$ cat src/rtl/ro_meter_pkg.sv
`default_nettype none
// ============================================================================
// Module      : ro_meter_pkg
// Description : Shared state encoding, default parameters and mask-scanning
//               helpers for the ring-oscillator scan meter.
// Revision    : 1.0 - initial release
// ============================================================================
package ro_meter_pkg;

    localparam int C_N_CH       = 4;
    localparam int C_CNT_W      = 16;
    localparam int C_WIN_W      = 16;
    localparam int C_AVG_MAX    = 3;
    localparam int C_SETTLE_CYC = 8;

    typedef enum logic [1:0] {
        S_IDLE    = 2'd0,
        S_SETTLE  = 2'd1,
        S_MEASURE = 2'd2,
        S_OUTPUT  = 2'd3
    } state_t;

    // Masks are zero-extended to 16 bits so one helper serves every N_CH.
    function automatic logic [3:0] lowest_set(input logic [15:0] mask);
        logic [3:0] idx;
        idx = 4'd0;
        for (int i = 15; i >= 0; i--) begin
            if (mask[i]) idx = 4'(i);
        end
        return idx;
    endfunction

    // Returns {wrapped, index}: next set bit above cur, else the lowest set bit.
    function automatic logic [4:0] next_set(input logic [15:0] mask, input logic [3:0] cur);
        logic [4:0] res;
        res = {1'b1, lowest_set(mask)};
        for (int i = 15; i >= 0; i--) begin
            if (mask[i] && (i > int'(cur))) res = {1'b0, 4'(i)};
        end
        return res;
    endfunction

endpackage
`default_nettype wire

$ cat src/rtl/ro_edge_counter.sv
`default_nettype none
// ============================================================================
// Module      : ro_edge_counter
// Description : 2-flop synchronizer, rising-edge detector and saturating
//               window counter for the currently selected oscillator.
// Revision    : 1.0 - initial release
// ============================================================================
module ro_edge_counter #(
    parameter int CNT_W = 16
) (
    input  logic             clk,
    input  logic             rst,
    input  logic             clr,
    input  logic             ro,
    output logic [CNT_W-1:0] count_nxt,
    output logic             sat_nxt
);

    logic             r_sync1;
    logic             r_sync2;
    logic             r_prev;
    logic [CNT_W-1:0] r_count;
    logic             r_sat;
    logic             w_rise;
    logic             w_full;

    assign w_rise = r_sync2 & ~r_prev;
    assign w_full = &r_count;

    // Next values include this cycle's edge so a window end loses nothing.
    always_comb begin
        count_nxt = r_count;
        if (w_rise && !w_full) count_nxt = r_count + CNT_W'(1);
        sat_nxt = r_sat | (w_rise & w_full);
    end

    always_ff @(posedge clk) begin
        if (rst) begin
            r_sync1 <= 1'b0;
            r_sync2 <= 1'b0;
            r_prev  <= 1'b0;
            r_count <= '0;
            r_sat   <= 1'b0;
        end else begin
            r_sync1 <= ro;
            r_sync2 <= r_sync1;
            r_prev  <= r_sync2;
            if (clr) begin
                r_count <= '0;
                r_sat   <= 1'b0;
            end else begin
                r_count <= count_nxt;
                r_sat   <= sat_nxt;
            end
        end
    end

endmodule
`default_nettype wire

$ cat src/rtl/ro_scan_meter.sv
`default_nettype none
// ============================================================================
// Module      : ro_scan_meter
// Description : Scans masked ring oscillators one at a time, averaging
//               2^avg_log2 edge-count windows per channel into one result.
// Revision    : 1.0 - initial release
// ============================================================================
module ro_scan_meter
    import ro_meter_pkg::*;
#(
    parameter int N_CH       = C_N_CH,
    parameter int CNT_W      = C_CNT_W,
    parameter int WIN_W      = C_WIN_W,
    parameter int AVG_MAX    = C_AVG_MAX,
    parameter int SETTLE_CYC = C_SETTLE_CYC
) (
    input  logic                    clk,
    input  logic                    rst,
    input  logic                    en,
    input  logic                    start,
    input  logic                    cont,
    input  logic [N_CH-1:0]         ch_mask,
    input  logic [WIN_W-1:0]        win_len,
    input  logic [2:0]              avg_log2,
    input  logic [N_CH-1:0]         ro_in,
    output logic [N_CH-1:0]         ro_en,
    output logic                    busy,
    output logic                    res_valid,
    input  logic                    res_ready,
    output logic [$clog2(N_CH)-1:0] res_ch,
    output logic [CNT_W-1:0]        res_data,
    output logic                    res_sat
);

    localparam int CH_W   = $clog2(N_CH);
    localparam int ACC_W  = CNT_W + AVG_MAX;
    localparam int WIDX_W = AVG_MAX + 1;
    localparam int SET_W  = $clog2(SETTLE_CYC + 1);

    state_t             r_state;
    logic               r_cont;
    logic [N_CH-1:0]    r_mask;
    logic [WIN_W-1:0]   r_win_len;
    logic [2:0]         r_avg;
    logic [CH_W-1:0]    r_ch;
    logic [SET_W-1:0]   r_settle;
    logic [WIN_W-1:0]   r_timer;
    logic [WIDX_W-1:0]  r_win_idx;
    logic [ACC_W-1:0]   r_acc;
    logic               r_acc_sat;

    logic [CH_W-1:0]    w_start_ch;
    logic [4:0]         w_next;
    logic [CH_W-1:0]    w_next_ch;
    logic               w_wrap;
    logic [WIN_W-1:0]   w_win_len_eff;
    logic [2:0]         w_avg_clamp;
    logic               w_win_end;
    logic               w_last_win;
    logic [ACC_W-1:0]   w_acc_sum;
    logic               w_cnt_clr;
    logic               w_ro_sel;
    logic [CNT_W-1:0]   w_count_nxt;
    logic               w_sat_nxt;
    logic [N_CH-1:0]    w_onehot_start;
    logic [N_CH-1:0]    w_onehot_next;

    assign w_start_ch     = CH_W'(lowest_set(16'(ch_mask)));
    assign w_next         = next_set(16'(r_mask), 4'(r_ch));
    assign w_next_ch      = CH_W'(w_next[3:0]);
    assign w_wrap         = w_next[4];
    assign w_onehot_start = {{(N_CH-1){1'b0}}, 1'b1} << w_start_ch;
    assign w_onehot_next  = {{(N_CH-1){1'b0}}, 1'b1} << w_next_ch;

    assign w_win_len_eff  = (win_len == '0) ? WIN_W'(1) : win_len;
    assign w_avg_clamp    = (int'(avg_log2) > AVG_MAX) ? 3'(AVG_MAX) : avg_log2;

    assign w_win_end      = (r_timer == r_win_len - WIN_W'(1));
    assign w_last_win     = (r_win_idx == WIDX_W'((1 << r_avg) - 1));
    assign w_acc_sum      = r_acc + ACC_W'(w_count_nxt);

    // Counter is held clear outside MEASURE and restarts right after each window.
    assign w_cnt_clr      = (r_state != S_MEASURE) || w_win_end;
    assign w_ro_sel       = ro_in[r_ch];

    ro_edge_counter #(
        .CNT_W (CNT_W)
    ) u_edge_counter (
        .clk       (clk),
        .rst       (rst),
        .clr       (w_cnt_clr),
        .ro        (w_ro_sel),
        .count_nxt (w_count_nxt),
        .sat_nxt   (w_sat_nxt)
    );

    always_ff @(posedge clk) begin
        if (rst) begin
            r_state   <= S_IDLE;
            r_cont    <= 1'b0;
            r_mask    <= '0;
            r_win_len <= '0;
            r_avg     <= '0;
            r_ch      <= '0;
            r_settle  <= '0;
            r_timer   <= '0;
            r_win_idx <= '0;
            r_acc     <= '0;
            r_acc_sat <= 1'b0;
            ro_en     <= '0;
            busy      <= 1'b0;
            res_valid <= 1'b0;
            res_ch    <= '0;
            res_data  <= '0;
            res_sat   <= 1'b0;
        end else if (!en) begin
            r_state   <= S_IDLE;
            ro_en     <= '0;
            busy      <= 1'b0;
            res_valid <= 1'b0;
        end else begin
            case (r_state)
                S_IDLE: begin
                    if (start && (ch_mask != '0)) begin
                        r_cont    <= cont;
                        r_mask    <= ch_mask;
                        r_win_len <= w_win_len_eff;
                        r_avg     <= w_avg_clamp;
                        r_ch      <= w_start_ch;
                        r_settle  <= '0;
                        ro_en     <= w_onehot_start;
                        busy      <= 1'b1;
                        r_state   <= S_SETTLE;
                    end
                end
                S_SETTLE: begin
                    if (r_settle == SET_W'(SETTLE_CYC - 1)) begin
                        r_timer   <= '0;
                        r_win_idx <= '0;
                        r_acc     <= '0;
                        r_acc_sat <= 1'b0;
                        r_state   <= S_MEASURE;
                    end else begin
                        r_settle <= r_settle + SET_W'(1);
                    end
                end
                S_MEASURE: begin
                    if (w_win_end) begin
                        r_timer <= '0;
                        if (w_last_win) begin
                            res_data  <= CNT_W'(w_acc_sum >> r_avg);
                            res_sat   <= r_acc_sat | w_sat_nxt;
                            res_ch    <= r_ch;
                            res_valid <= 1'b1;
                            r_state   <= S_OUTPUT;
                        end else begin
                            r_acc     <= w_acc_sum;
                            r_acc_sat <= r_acc_sat | w_sat_nxt;
                            r_win_idx <= r_win_idx + WIDX_W'(1);
                        end
                    end else begin
                        r_timer <= r_timer + WIN_W'(1);
                    end
                end
                S_OUTPUT: begin
                    if (res_ready) begin
                        res_valid <= 1'b0;
                        if (w_wrap && !r_cont) begin
                            ro_en   <= '0;
                            busy    <= 1'b0;
                            r_state <= S_IDLE;
                        end else begin
                            r_ch     <= w_next_ch;
                            ro_en    <= w_onehot_next;
                            r_settle <= '0;
                            r_state  <= S_SETTLE;
                        end
                    end
                end
                default: begin
                    r_state <= S_IDLE;
                    ro_en   <= '0;
                    busy    <= 1'b0;
                end
            endcase
        end
    end

endmodule
`default_nettype wire

$ cat config.mk
export PLATFORM = sky130hd
export DESIGN_NAME = ro_scan_meter
export DESIGN_NICKNAME = d
export VERILOG_FILES = /design/src/rtl/ro_meter_pkg.sv /design/src/rtl/ro_edge_counter.sv /design/src/rtl/ro_scan_meter.sv
export SDC_FILE = /design/constraint.sdc
export NUM_CORES = 1
export LEC_CHECK = 0
export BUFFER_PORTS_ARGS = -buffer_cell sky130_fd_sc_hd__buf_2
export CORE_MARGIN = 1.5
export CORE_UTILIZATION = 60
export DETAILED_ROUTE_END_ITERATION = 10
export PLACE_DENSITY = 0.8
export REMOVE_ABC_BUFFERS = 1
export SETUP_SLACK_MARGIN = 0.15
export SYNTH_ARGS = -nofsm -noshare
export SYNTH_HDL_FRONTEND = slang
export SYNTH_SLANG_ARGS = --single-unit
$ cat constraint.sdc
create_clock -name clk -period 12.51 [get_ports clk]
set_input_delay 3.1275 -clock clk [delete_from_list [all_inputs] [get_ports clk]]
set_output_delay 3.1275 -clock clk [all_outputs]
set_load 0.02 [all_outputs]
==> metrics <==
CTS clk-pin slew, worst paths=0.05 ns; Final Wtd Congestion=0.906; drt wl/cell=15.4 um; first-pass GRT wire length=27800 um; cell mode on critical path=o211ai_1; Post-synth top flop=dfxtp_1; IO Port Bufs=57; Hold Crit Depth=1; Seq cells post-synth=117; RR Endpoint=res_data[6]; Fin. Hold Viols=0; unrepaired setup endpoints after global routing=no; RR Startpoint=u_edge_counter.r_count[8]; Clock Latency Late Sink=0.42 ns; Hold Startpoint=u_edge_counter.r_sync1; Rows=39; max frequency=0.204 GHz; worst vdd ir=0.114 mV; initial antenna violation count=0; Hold Buf Count CTS=0; H-Tree Depth=4; r2r setup slk=7.62 ns; Hold Path End=u_edge_counter.r_sync2; Post-synth EDFFs=0; total negative setup slack=0 ns; post-synth top area cell=dfxtp_1; Crit Path Class=reg2reg; period utilization=39.1%; mux share of post-synthesis cell area=6.44%; largest net degree at the start of global routing=81; reg2reg path depth=16; crit-path max FO=5; Initial Util=61.9%; DP Area=0.00742 sq mm; Largest delay share family, worst path=simple AND/OR/NAND/NOR gates; Via Count=6390; nets=978; most common cell after layout, fill and taps aside=dfxtp_1; Worst-Margin Slew=0.829 ns; post-cts sizing count=0; post-synthesis to final-layout area growth=12.4%; core area=0.0115 sq mm; n_diodes=0; number of post-CTS setup repair buffers=0; Post-synth ARST share=0%; Synth Area in Simple Gates=25.2%; CP endpoint kind=register; xor and xnor area share after synthesis=8.02%; vias in the first global route=5887; root buffer cell=clkbuf_16; Die Y=112 um; slowest CP cell=nor4_1; run status=finished, final reports clean; final instance area=0.00797 sq mm; worst hold path type=reg2reg; crit path DAT=5.24 ns; Startpoint Class=register; max_cap viols=0; residual DRC count=0; grt ovf=0; mapped cell area=0.00709 sq mm; minimum clock period after layout=4.89 ns; die width=112 um; Seq/Total Area, Yosys=33.0%; Longest Clk Path Bufs=2; CTS tree=done; post-synthesis adder-cell area fraction=4.87%; Clock Skews=0.00764 ns; CP peak stage delay=0.53 ns; ANT nets after route=0; GRT Total Usage=27.3%; cells after synthesis=878; Final Setup Violations=0; CTS buffer count=17; count of cell types in the netlist=72; Buf+Inv Stages, Crit Path=0; die area=0.0125 sq mm; Synth area leaders=dfxtp_1 33%, nor2_1 6.1%, a21oi_1 4.8%; worst path required time=12.86 ns; CP cell instances=and4_1, nand4_1, nor4_1, nor3b_1, and2_1, xor2_1, ha_1, o211ai_1, o211ai_1, and3_1, o31ai_1, a21boi_0, mux2i_1, mux4_2, mux2_2, nor2_1; Ports=58; TritonRoute pass-1 iters=6; syn avg cell area=8.08 sq um; Worst Hold Slack=0.444 ns; Slew headroom=44.7%; top cell type's share of synthesized area=33.0%; clock sinks=117; Leak Pwr=3.15 nW; most frequent cells in the layout=117 x dfxtp_1, 116 x nor2_1, 88 x nand2_1; layout cells sized above 1=12.6%; vias per inst=5.95; HPWL Detailed=11900 um; PwrDens=117 mW/mm^2; final WL=16500 um; YS warnings=0; largest family of logic cells by synthesized area=simple AND/OR/NAND/NOR gates; complex-gate fraction of the synthesized area=18.5%; number of DRC violations after detailed-routing iteration 0=426; final max-slew violation count=0
per-stage QoR:
| step | instances | utilization (%) | worst slack, ns | power, mW |
|---|---|---|---|---|
| floorplan | 836 | - | 7.68 | 0.458 |
| detailed placement | 1042 | 64.7 | 7.65 | 0.486 |
| global placement | 1042 | 64.7 | 7.71 | 0.485 |
| global route | 1074 | 69.5 | 7.29 | 0.968 |
| CTS | 1074 | 69.5 | 7.66 | 0.937 |
| finish | 1074 | 69.5 | 7.62 | 0.932 |
synth_stat cells (3+ instances only):
| master | n |
|---|---|
| nor3_1 | 18 |
| ha_1 | 26 |
| nand3b_1 | 5 |
| xnor2_1 | 29 |
| clkbuf_1 | 31 |
| buf_2 | 5 |
| buf_1 | 3 |
| nor2b_1 | 25 |
| mux4_2 | 7 |
| and4_1 | 3 |
| o21ai_0 | 29 |
| nand4_1 | 12 |
| nand2b_1 | 16 |
| mux2i_1 | 22 |
| inv_1 | 25 |
| nand4b_1 | 4 |
| o22ai_1 | 4 |
| a21oi_1 | 68 |
| dfxtp_1 | 117 |
| a31oi_1 | 9 |
| nand2_1 | 88 |
| or3_1 | 7 |
| a311oi_1 | 4 |
| nand3_1 | 23 |
| xor2_1 | 36 |
| a21o_1 | 10 |
| a22oi_1 | 18 |
| a211oi_1 | 19 |
| a211o_1 | 4 |
| and3_1 | 11 |
| o211ai_1 | 5 |
| and2_1 | 4 |
| nor4_1 | 7 |
| mux2_2 | 7 |
| nor4b_1 | 3 |
| nor2_1 | 116 |
| nor3b_1 | 9 |
| o21a_1 | 5 |
worst max-delay path by stage:
| stage | endpoint | cells after the start | slack, ns | from |
|---|---|---|---|---|
| 4_1_cts | res_data[6] | 16 | 7.66 | u_edge_counter.r_count[8] |
| 3_5_place_dp | r_acc[17] | 9 | 7.65 | en |
| 6_report | res_data[6] | 16 | 7.62 | u_edge_counter.r_count[8] |
| 3_3_place_gp | r_acc[17] | 9 | 7.71 | en |
| 5_1_grt | res_data[6] | 16 | 7.29 | u_edge_counter.r_count[8] |
| 2_1_floorplan | r_acc[17] | 7 | 7.68 | en |
routing by layer:
metal | GRT usage (%) | wire [um] | part of all wire [%] | vias to the layer above
met5 | 0 | 0 | 0 | -
met4 | 11.7 | 479 | 2.9 | 0
met3 | 5.50 | 756 | 4.6 | 36
met2 | 44.3 | 7750 | 47 | 176
met1 | 35.5 | 7550 | 46 | 2949
li1 | - | - | - | 3229
cell type report:
| class | instances | area, sq um |
|---|---|---|
| clock buffers | 21 | 470 |
| clock inverters | 11 | 82.6 |
| fillers | 947 | 3490 |
| inverters | 27 | 101 |
| multi-input cells | 692 | 4470 |
| flip-flops and latches | 117 | 2340 |
| well taps | 143 | 179 |
| repair buffers | 63 | 330 |
logic make-up (layout without fill, tap and decap cells):
kind of cell	after synthesis	in the layout
and+or+nand+nor	361	361
adders and majority gates	27	27
muxes	36	36
xor gates and xnor gates	65	65
AOI/OAI and AO/OA	203	203
buffers and inverters	69	122
DFF	117	117
registers in the layout, summed over array words and instances, names as in the netlist, 2 cells and up:
signal,count
r_acc,19
r_avg,3
r_ch,2
r_mask,4
r_settle,4
r_state,2
r_timer,16
r_win_idx,4
r_win_len,16
res_ch,2
res_data,16
ro_en,4
u_edge_counter.r_count,16
worst register-to-register path, delay by kind of cell, from the launching register on:
family                   cells  cell delay (ns)
AO/OA/AOI/OAI                4             1.21
adder cells (fa/ha/maj)      1             0.33
multiplexers                 3             0.97
flip-flops                   1             0.41
AND/OR/NAND/NOR              7             1.67
XOR/XNOR                     1             0.25
report_power, final:
| group | internal, mW | switching, mW | leakage (nW) |
|---|---|---|---|
| combinational | 0.0371 | 0.0535 | 1.92 |
| sequential | 0.380 | 0.00915 | 0.946 |
| clock | 0.285 | 0.168 | 0.282 |
No activity file was read; power rests on OpenSTA's default activity.
